**config.mk**
```make
export PLATFORM = sky130hd
export DESIGN_NAME = bsg_fifo_rolly_replay_ctrl
export DESIGN_NICKNAME = d
export VERILOG_FILES = /design/src/rtl/bsg_fifo_rolly_replay_ctrl.sv
export SDC_FILE = /design/constraint.sdc
export NUM_CORES = 1
export LEC_CHECK = 0
export ABC_AREA = 1
export ABC_CLOCK_PERIOD_IN_PS = 1200
export BUFFER_PORTS_ARGS = -buffer_cell sky130_fd_sc_hd__buf_2
export CAP_MARGIN = 30
export CORE_ASPECT_RATIO = 1.2
export CORE_UTILIZATION = 45
export CTS_BUF_LIST = sky130_fd_sc_hd__clkbuf_16
export CTS_CLUSTER_DIAMETER = 80
export DETAILED_ROUTE_END_ITERATION = 7
export HOLD_SLACK_MARGIN = 0.03
export PLACE_DENSITY = 0.74
export SKIP_CTS_REPAIR_TIMING = 1
export SYNTH_ARGS = -nofsm -noshare
export SYNTH_HDL_FRONTEND = slang
export SYNTH_SLANG_ARGS = --single-unit
```
**constraint.sdc**
```tcl
create_clock -name clk_i -period 1.2 [get_ports clk_i]
set_input_delay 0.18 -clock clk_i [delete_from_list [all_inputs] [get_ports clk_i]]
set_output_delay 0.18 -clock clk_i [all_outputs]
set_load 0.02 [all_outputs]
```
**src/rtl/bsg_fifo_rolly_replay_ctrl.sv**
```systemverilog
// bsg_fifo_rolly_replay_ctrl
// Speculative-read controller for a rolly FIFO. It reads up to window_p beats,
// then waits for a window response. On ACK it commits the window. On NACK or
// timeout it rolls the window back and replays it. After max_retries_p
// consecutive rollbacks it parks in ERROR until err_clr_i is seen.
// Optional feature: define BSG_FIFO_ROLLY_REPLAY_STATS_EN to add a saturating
// 16-bit rollback counter on replay_count_o. Without it, the output is tied to 0.
module bsg_fifo_rolly_replay_ctrl #(
    parameter int window_p      = 4,
    parameter int timeout_p     = 64,
    parameter int max_retries_p = 3
) (
    input  logic        clk_i,
    input  logic        reset_n_i,
    input  logic        fifo_v_i,
    output logic        fifo_yumi_o,
    output logic        fifo_rollback_v_o,
    output logic        fifo_ack_v_o,
    output logic        v_o,
    input  logic        ready_i,
    input  logic        resp_v_i,
    input  logic        resp_ack_i,
    input  logic        err_clr_i,
    output logic        error_o,
    output logic [15:0] replay_count_o
);

    localparam int CW = $clog2(window_p + 1);
    localparam int TW = $clog2(timeout_p);
    localparam int RW = $clog2(max_retries_p + 1);

    localparam logic [CW-1:0] WIN_LP  = CW'(window_p);
    localparam logic [TW-1:0] TMAX_LP = TW'(timeout_p - 1);
    localparam logic [RW-1:0] RMAX_LP = RW'(max_retries_p);

    typedef enum logic [1:0] {
        ST_SEND     = 2'd0,
        ST_WAIT     = 2'd1,
        ST_ROLLBACK = 2'd2,
        ST_ERROR    = 2'd3
    } state_e;

    state_e          r_state, w_state_nxt;
    logic [CW-1:0]   r_cnt, w_cnt_nxt, w_cnt_inc;
    logic [TW-1:0]   r_timer, w_timer_nxt;
    logic [RW-1:0]   r_retries, w_retries_nxt, w_retries_inc;

    logic            w_v, w_yumi, w_rollback, w_ack, w_err;
    logic [15:0]     w_replay;

    // State and counter registers with synchronous active-low reset.
    always_ff @(posedge clk_i) begin
        if (!reset_n_i) begin
            r_state   <= ST_SEND;
            r_cnt     <= '0;
            r_timer   <= '0;
            r_retries <= '0;
        end else begin
            r_state   <= w_state_nxt;
            r_cnt     <= w_cnt_nxt;
            r_timer   <= w_timer_nxt;
            r_retries <= w_retries_nxt;
        end
    end

    // Next-state, counter updates and raw (un-gated) outputs.
    always_comb begin
        w_state_nxt   = r_state;
        w_cnt_nxt     = r_cnt;
        w_timer_nxt   = r_timer;
        w_retries_nxt = r_retries;
        w_cnt_inc     = r_cnt + CW'(1);
        w_retries_inc = r_retries + RW'(1);
        w_v           = 1'b0;
        w_yumi        = 1'b0;
        w_rollback    = 1'b0;
        w_ack         = 1'b0;
        w_err         = 1'b0;

        case (r_state)
            ST_SEND: begin
                w_v    = fifo_v_i;
                w_yumi = fifo_v_i & ready_i;
                if (w_yumi) begin
                    w_cnt_nxt = w_cnt_inc;
                end
                // Close the window when it fills, or when the FIFO runs dry
                // part-way through a window.
                if ((w_yumi && (w_cnt_inc == WIN_LP)) ||
                    ((r_cnt != '0) && !fifo_v_i)) begin
                    w_state_nxt = ST_WAIT;
                end
            end

            ST_WAIT: begin
                // A response in the same cycle as timer expiry wins.
                if (resp_v_i && resp_ack_i) begin
                    w_ack         = 1'b1;
                    w_cnt_nxt     = '0;
                    w_timer_nxt   = '0;
                    w_retries_nxt = '0;
                    w_state_nxt   = ST_SEND;
                end else if (resp_v_i || (r_timer == TMAX_LP)) begin
                    w_timer_nxt = '0;
                    w_state_nxt = ST_ROLLBACK;
                end else begin
                    w_timer_nxt = r_timer + TW'(1);
                end
            end

            ST_ROLLBACK: begin
                w_rollback    = 1'b1;
                w_cnt_nxt     = '0;
                w_retries_nxt = w_retries_inc;
                w_state_nxt   = (w_retries_inc == RMAX_LP) ? ST_ERROR : ST_SEND;
            end

            ST_ERROR: begin
                w_err = 1'b1;
                if (err_clr_i) begin
                    w_ack         = 1'b1;
                    w_retries_nxt = '0;
                    w_state_nxt   = ST_SEND;
                end
            end

            default: begin
                w_state_nxt = ST_SEND;
            end
        endcase
    end

`ifdef BSG_FIFO_ROLLY_REPLAY_STATS_EN
    logic [15:0] r_replay_cnt;

    // Saturating count of rollback cycles.
    always_ff @(posedge clk_i) begin
        if (!reset_n_i) begin
            r_replay_cnt <= '0;
        end else if ((r_state == ST_ROLLBACK) && (r_replay_cnt != '1)) begin
            r_replay_cnt <= r_replay_cnt + 16'd1;
        end
    end

    assign w_replay = r_replay_cnt;
`else
    assign w_replay = '0;
`endif

    // Outputs are forced low while reset is held. The reset is synchronous,
    // so the state is still live until the edge.
    assign v_o               = reset_n_i & w_v;
    assign fifo_yumi_o       = reset_n_i & w_yumi;
    assign fifo_rollback_v_o = reset_n_i & w_rollback;
    assign fifo_ack_v_o      = reset_n_i & w_ack;
    assign error_o           = reset_n_i & w_err;
    assign replay_count_o    = reset_n_i ? w_replay : '0;

endmodule

```
# Word-level counts from Yosys, hierarchy flattened
# Index checks and enable logic that the tools add are counted.
dict set report word_totals {
  ff_bits 13
  out_inout_bits 21
  word_cells 57
}
dict set report op_classes {
  n_addsub 3
  n_eq_ne 11
  mux 20
  bitwise_logic 6
  n_reduce_logical 13
}
# cell n
set op_table {}
lappend op_table {{2-to-1 mux 2 bit} 6}
lappend op_table {{2-to-1 mux 6 bit} 2}
lappend op_table {{one-hot mux 3 bit (3 select lines)} 1}
lappend op_table {{AND reduction 3 bit} 3}
lappend op_table {{nonzero test 3 bit} 3}
lappend op_table {{inequality test 2 bit (second input constant)} 4}
lappend op_table {{one-hot mux 2 bit (4 select lines)} 1}
lappend op_table {{adder 6 x 1 -> 6 bit (second input constant)} 1}
lappend op_table {{bitwise AND 1 bit} 6}
lappend op_table {{equality test 2 bit (second input constant)} 3}
lappend op_table {{equality test 6 bit (second input constant)} 1}
lappend op_table {{2-to-1 mux 1 bit} 6}
lappend op_table {{2-to-1 mux 3 bit} 2}
lappend op_table {{one-hot mux 2 bit (3 select lines)} 1}
lappend op_table {{adder 3 x 1 -> 3 bit (second input constant)} 1}
lappend op_table {{equality test 3 bit (second input constant)} 1}
lappend op_table {{logical AND 1 bit} 3}
lappend op_table {{inequality test 3 bit (second input constant)} 1}
lappend op_table {{adder 2 x 1 -> 2 bit (second input constant)} 1}
lappend op_table {{equality test 2 x 1 -> 1 bit (second input constant)} 1}
lappend op_table {{logical NOT 2 bit} 1}
lappend op_table {{logical OR 1 bit} 2}
lappend op_table {{one-hot mux 1 bit (2 select lines)} 1}
lappend op_table {{logical NOT 1 bit} 1}

# Logic depth before layout (Yosys ltp)
# Gate-level depths: netlist of run 1.
dict set report depth {
  depth_word 6
  ltp_mapped 9
}

# Worst setup path after synthesis of run 1
# OpenSTA, ideal clock, no wires.
dict set report synth_timing {
  path_type {register -> output}
  start {register r_state[1]}
  end {output fifo_ack_v_o}
  t_arrival_ns 1.329
  t_required_ns 1.020
  setup_slack_ns -0.309
  stages_incl_launch_ff 6
  n_path_buf 1
  cell_sequence {dfxtp_1 > inv_1 > ha_1 > buf_4 > inv_2 > o32ai_1}
}
dict set report synth_between {
  elab_chain_len 3
}
# item line
set synth_rtl {}
lappend synth_rtl {{start, declared} 43} ;# state_e r_state, w_state_nxt;
lappend synth_rtl {{start signal, assigned} 59} ;# r_state <= w_state_nxt;
lappend synth_rtl {{equality test 2 bit / equality test 2 x 1 -> 1 bit (equally long branches)} 80} ;# case (r_state)
lappend synth_rtl {{one-hot mux 1 bit (2 select lines) (*)} 80}
lappend synth_rtl {{bitwise AND 1 bit (*)} 155} ;# assign fifo_ack_v_o = reset_n_i & w_ack;
lappend synth_rtl {{end, declared} 18} ;# output logic fifo_ack_v_o,
# Mark *: on every way between the ends. The rest lies on a longest branch, timed or not.

# Worst setup path after layout of run 1
dict set report layout_timing {
  start {register r_state[0]}
  end {output v_o}
}
dict set report layout_between {
  elab_chain_len 3
}
# item line
set layout_rtl {}
lappend layout_rtl {{logical NOT 2 bit} 80}
lappend layout_rtl {{2-to-1 mux 1 bit} 80}
lappend layout_rtl {{bitwise AND 1 bit} 152} ;# assign v_o = reset_n_i & w_v;
lappend layout_rtl {{end, declared} 19} ;# output logic v_o,
# Every way passes these cells.

==> results.py, run 1 <==
metrics = {
    "sta": {
        "finalSetupViolCount": 11,
        "fin_ws_ns": -0.223,
        "slew_viol_final": 0,
        "min_period_ns": 1.42,
        "fin_crit_sh_pct": 119,
        "fmax_ghz": 0.703,
        "hold_viol_final": 0,
        "skew_ns": 0.00368,
        "rsz0062_at_grt": "true",
        "whs_ns": 0.236,
    },
    "worst_hold_path": {
        "min_path_type": "in -> reg",
    },
    "layout": {
        "nFillCells": 146,
        "layout-drive-gt1-share_pct": 48.1,
        "fin_util_pct": 70.0,
        "seq_area_um2": 273,
        "diodes": 0,
        "mostFrequentLayoutCells": "20 x nand2_1, 18 x buf_4, 16 x conb_1, 11 x inv_1",
        "final_common_cell": "nand2_1",
        "nets": 177,
        "synthToLayoutAreaGrowth_pct": 40.7,
        "multi_input_comb_area_um2": 703,
    },
    "drt": {
        "drc_errors": 2,
        "drtAntennaViolNets": 0,
        "viasPerCell": 5.11,
        "drtIter0Drc": 31,
        "wl_per_cell_um": 12.7,
        "dr.pass1.iters": 8,
        "wirelength_mm": 2.27,
        "vias": 915,
    },
    "status": {
        "status": "finished, violations left",
        "violations": "design-rule violations, negative setup slack",
    },
    "place": {
        "io_buffers": 11,
        "routabilityCongestion": 0.795,
        "dpl.hpwl_mm": 1.50,
    },
    "global_routing": {
        "grt_pass1_wl_mm": 3.14,
        "use_met1_pct": 20.8,
        "overflow": 0,
        "gr-usage-met3_pct": 3.10,
        "grt_usage_pct": 18.7,
        "grt_max_degree": 9,
        "grt_pass1_vias": 788,
        "antenna_found_initial": 0,
        "busiest_layer": "met2",
        "use_met2_pct": 33.1,
    },
    "floorplan": {
        "io_pins": 28,
        "core_um2": 1910,
        "initial_core_util_pct": 49.7,
        "die_y_um": 52.4,
        "fp-row-count": 17,
        "die_area_um2": 2300,
        "die_width_um": 44.0,
    },
    "synthesis": {
        "synth_compound_area_share_pct": 9.46,
        "yosys.area_share.simple_pct": 26.4,
        "synthXorXnorAreaFrac_pct": 2.76,
        "ys_types": 25,
        "synth_area_um2": 952,
        "syn_area_per_cell_um2": 7.16,
        "synth-seq-cells": 13,
        "yosysWarnings": 0,
        "synth_top_family_by_area": "simple AND/OR/NAND/NOR gates",
        "synth.mux.area_fraction_pct": 0,
        "synth_cells": 133,
        "yosysSeqAreaShare_pct": 27.3,
        "synth_fa_ha_area_share_pct": 11.8,
    },
    "critical_path": {
        "worstPathRequired_ns": 1.02,
        "cp-start-kind": "register",
        "cp.arrival_ns": 1.24,
        "end_kind": "primary output",
        "criticalPathCategory": "reg -> out",
        "crit_fanout": 5,
    },
    "clock_tree": {
        "path_clk_slew_ns": 0.05,
        "cts_buffer_depth": 2,
        "cts_tree": "yes",
        "clk_latency_ns": 0.24,
        "cts_num_sinks": 13,
        "numCtsBuffers": 3,
        "cts_max_level": 1,
        "ctsRootBufferMaster": "clkbuf_16",
    },
    "power": {
        "p_per_area_nw_per_um2": 1890,
        "p_leak_nw": 0.625,
        "peakVddDrop_mv": 1.06,
    },
    "job": {
        "maxCapViolCount": 0,
    },
}
[kinds of logic after synthesis]
group,count (synthesis)
simple gates,53
buf+inv,38
compound gates,16
flops,13
fa+ha+maj,9
xor+xnor,3
other cells,1
[where the power goes]
group          leakage [nW]  internal (mW)  total [mW]  switching, mW
Combinational         0.473          0.560        1.30          0.741
Sequential            0.109          0.533       0.603         0.0702
Clock                0.0423          0.439       0.624          0.185
[synthesized netlist by cell type]
library cell | number | area (um^2)
dfxtp_1 | 13 | 260
clkinv_1 | 1 | 3.75
nor2_1 | 9 | 33.8
o32ai_1 | 1 | 8.76
nor2_4 | 2 | 22.5
nor3_1 | 5 | 25.0
nand2_1 | 24 | 90.1
nand4_1 | 4 | 25.0
a31oi_1 | 1 | 6.26
inv_1 | 12 | 45.0
o21ai_0 | 1 | 5.00
nand3_2 | 1 | 10.0
xor2_1 | 3 | 26.3
a21oi_1 | 10 | 50.1
buf_4 | 17 | 128
conb_1 | 1 | 3.75
nand2_2 | 3 | 18.8
nor4_1 | 1 | 6.26
a211oi_1 | 1 | 7.51
nand3_1 | 4 | 20.0
inv_2 | 7 | 26.3
o21a_1 | 1 | 7.51
ha_1 | 9 | 113
o21ai_1 | 1 | 5.00
buf_2 | 1 | 5.00
[registers in the layout, indices dropped and copies added, names as in the netlist]
name       count
r_timer        6
r_state        2
r_cnt          3
r_retries      2
[critical path: stages, from the launching register on]
cell	delay, ns
dfxtp_4	0.36
inv_2	0.09
ha_4	0.16
inv_2	0.07
nor3_2	0.16
buf_4	0.16
[cell type report]
class,count,share of cell area [%]
sequential,13,20.4
clock buffer,3,5.60
multi-input combinational,97,52.5
timing repair buffer,26,13.5
clock inverter,1,0.280
tap,19,1.77
inverter,20,5.98
[final timing paths]
path | start | end | slack (ns) | depth (start not counted)
worst min-delay path | reset_n_i | r_state[1] | 0.24 | 3
worst min register to register | r_cnt[1] | r_cnt[1] | 0.48 | 2
worst max-delay path | r_state[0] | v_o | -0.22 | 5
worst max register to register | r_state[0] | r_cnt[2] | -0.16 | 7
[per-stage QoR]
step / power, mW / worst slack, ns / instance area, um^2 / setup TNS, ns / instances
after floorplan: 1.30 / -0.148 / 1020 / -0.414 / 148
after global placement: 1.51 / -0.0831 / 1040 / -0.523 / 170
after detailed placement: 1.55 / -0.123 / 1040 / -0.873 / 170
after CTS: 2.18 / -0.351 / 1120 / -2.14 / 174
after global routing: 2.71 / -0.266 / 1340 / -2.47 / 179
final: 2.53 / -0.223 / 1340 / -1.65 / 179
[layer usage]
layer / vias up / share of wire (%)
met5: - / 0
met4: 0 / 1.6
met3: 6 / 4.1
met2: 33 / 55
met1: 425 / 39
li1: 451 / -
Note: power is estimated with default switching activity, not from simulation.
==> inputs of run 2 (changes only) <==
==> constraint.sdc (replaced) <==
create_clock -name clk_i -period 1.2 [get_ports clk_i]
set_input_delay 0.3 -clock clk_i [delete_from_list [all_inputs] [get_ports clk_i]]
set_output_delay 0.3 -clock clk_i [all_outputs]
set_load 0.02 [all_outputs]
==> run 2 against run 1 <==
- critical endpoint is now fifo_ack_v_o
- hold slack improved by 0.23 ns
- highest routed layer unchanged
- largest cell class unchanged
- critical path depth did not move
- routed wire length is 12% higher
- the flow still finishes with violations (design-rule violations, negative setup slack)
==> results.py, run 2 (synthesis results as in run 1) <==
metrics = {
    "layout": {
        "largest_reg_flops": 6,
        "diodes": 0,
        "mostFrequentLayoutCells": "20 x nand2_1, 20 x buf_4, 16 x conb_1, 11 x inv_1",
        "layout-drive-gt1-share_pct": 48.2,
        "nets": 185,
        "nFillCells": 143,
        "reg_top3": "r_timer x6, r_cnt x3",
        "synthToLayoutAreaGrowth_pct": 50.5,
        "regMostFlops": "r_timer",
        "fin_cells": 187,
    },
    "clock_tree": {
        "ctsRootBufferMaster": "clkbuf_16",
        "numCtsBuffers": 3,
        "cts_max_level": 1,
        "cts_tree": "yes",
        "cts_num_sinks": 13,
        "cts_buffer_depth": 2,
        "clk_latency_ns": 0.24,
        "path_clk_slew_ns": 0.05,
    },
    "floorplan": {
        "io_pins": 28,
        "die_y_um": 52.4,
        "core_um2": 1910,
        "die_width_um": 44.0,
        "die_area_um2": 2300,
        "fp-row-count": 17,
        "initial_core_util_pct": 49.7,
    },
    "power": {
        "internal_power_mw": 1.61,
        "sw_frac_of_total_pct": 39.7,
        "switchingPower_mw": 1.06,
        "seqPwrFrac_pct": 22.7,
        "p_leak_nw": 0.659,
        "peakVddDrop_mv": 1.31,
        "comb_power_share_pct": 53.6,
        "clkPwrFrac_pct": 23.7,
        "p_per_area_nw_per_um2": 1860,
    },
    "status": {
        "status": "finished, violations left",
        "violations": "design-rule violations, negative setup slack",
    },
    "drt": {
        "drc_errors": 2,
        "drtIter0Drc": 15,
        "vias": 944,
        "viasPerCell": 5.05,
        "wirelength_mm": 2.55,
        "drtAntennaViolNets": 0,
        "dr.pass1.iters": 8,
        "wl_per_cell_um": 13.6,
    },
    "global_routing": {
        "grt_pass1_wl_mm": 3.20,
        "grt_max_degree": 8,
        "antenna_found_initial": 0,
        "overflow": 0,
        "grt_usage_pct": 19.4,
        "grt_pass1_vias": 816,
    },
    "sta": {
        "fmax_ghz": 0.630,
        "finalSetupViolCount": 9,
        "whs_ns": 0.463,
        "fin_crit_sh_pct": 132,
        "slew_viol_final": 0,
        "skew_ns": 0.00345,
        "hold_viol_final": 0,
        "setup_tns_ns": -1.83,
        "fin_ws_ns": -0.388,
        "min_period_ns": 1.59,
        "rsz0062_at_grt": "true",
    },
    "place": {
        "dpl.hpwl_mm": 1.60,
        "io_buffers": 11,
        "placedCellCount": 176,
        "routabilityCongestion": 0.863,
    },
    "job": {
        "maxCapViolCount": 0,
    },
    "critical_path": {
        "end_kind": "primary output",
        "cp-start-kind": "register",
        "crit_fanout": 4,
        "criticalPathCategory": "reg -> out",
        "worstPathRequired_ns": 0.90,
        "cp.arrival_ns": 1.29,
    },
    "worst_hold_path": {
        "min_path_type": "reg -> reg",
    },
}
## run 2: changes by cell type in the layout (fill, tap and decap cells not counted), sizes merged
cell / before / now
buf: 26 / 34
## run 2: final timing paths
| kind | slack, ns | to | depth (start not counted) | startpoint |
|---|---|---|---|---|
| hold / removal | 0.46 | r_cnt[2] | 2 | r_cnt[2] |
| setup reg to reg | -0.13 | r_state[1] | 10 | r_state[0] |
| setup / recovery | -0.39 | fifo_ack_v_o | 5 | r_state[1] |
| hold reg to reg | 0.46 | r_cnt[2] | 2 | r_cnt[2] |
## run 2: final cells by class
| type | instances | area [um^2] | share of cell area, % |
|---|---|---|---|
| Clock buffer | 3 | 75.1 | 5.24 |
| Sequential cell | 13 | 269 | 18.8 |
| Inverter | 20 | 87.6 | 6.11 |
| Clock inverter | 1 | 3.75 | 0.262 |
| Timing Repair Buffer | 34 | 264 | 18.4 |
| Tap cell | 19 | 23.8 | 1.66 |
| Multi-Input combinational cell | 97 | 709 | 49.5 |
## run 2: per-layer routing
metal  part of all wire, %  track usage, %  up-vias  routed length [um]
met5                     0               0        -                   0
met4                   6.8            10.6        0                 173
met3                   3.4            3.10       15                  87
met2                    52            36.3       33                1320
met1                    38            20.2      434                 966
li1                      -               -      462                   -
## run 2: critical path, stage by stage, from the launching register on
cell	delay, ns
dfxtp_2	0.34
inv_4	0.08
ha_4	0.17
inv_4	0.04
o32ai_4	0.24
buf_6	0.16
## run 2: per-stage QoR
stage,cell area [um^2],total power [mW],util [%],worst slack [ns]
floorplan,1070,1.36,-,-0.0534
global placement,1130,1.57,59.2,-0.145
detailed placement,1130,1.61,59.2,-0.178
CTS,1210,2.25,63.3,-0.457
global route,1430,2.82,74.8,-0.435
finish,1430,2.67,74.8,-0.388
## run 2: power by group through the flow
stage	logic [mW]	clock network (mW)	registers, mW
5_1_grt	1.55	0.660	0.612
3_3_place_gp	0.990	0	0.581
3_5_place_dp	1.02	0	0.587
6_report	1.43	0.633	0.604
4_1_cts	1.03	0.640	0.580
2_1_floorplan	0.779	0	0.579
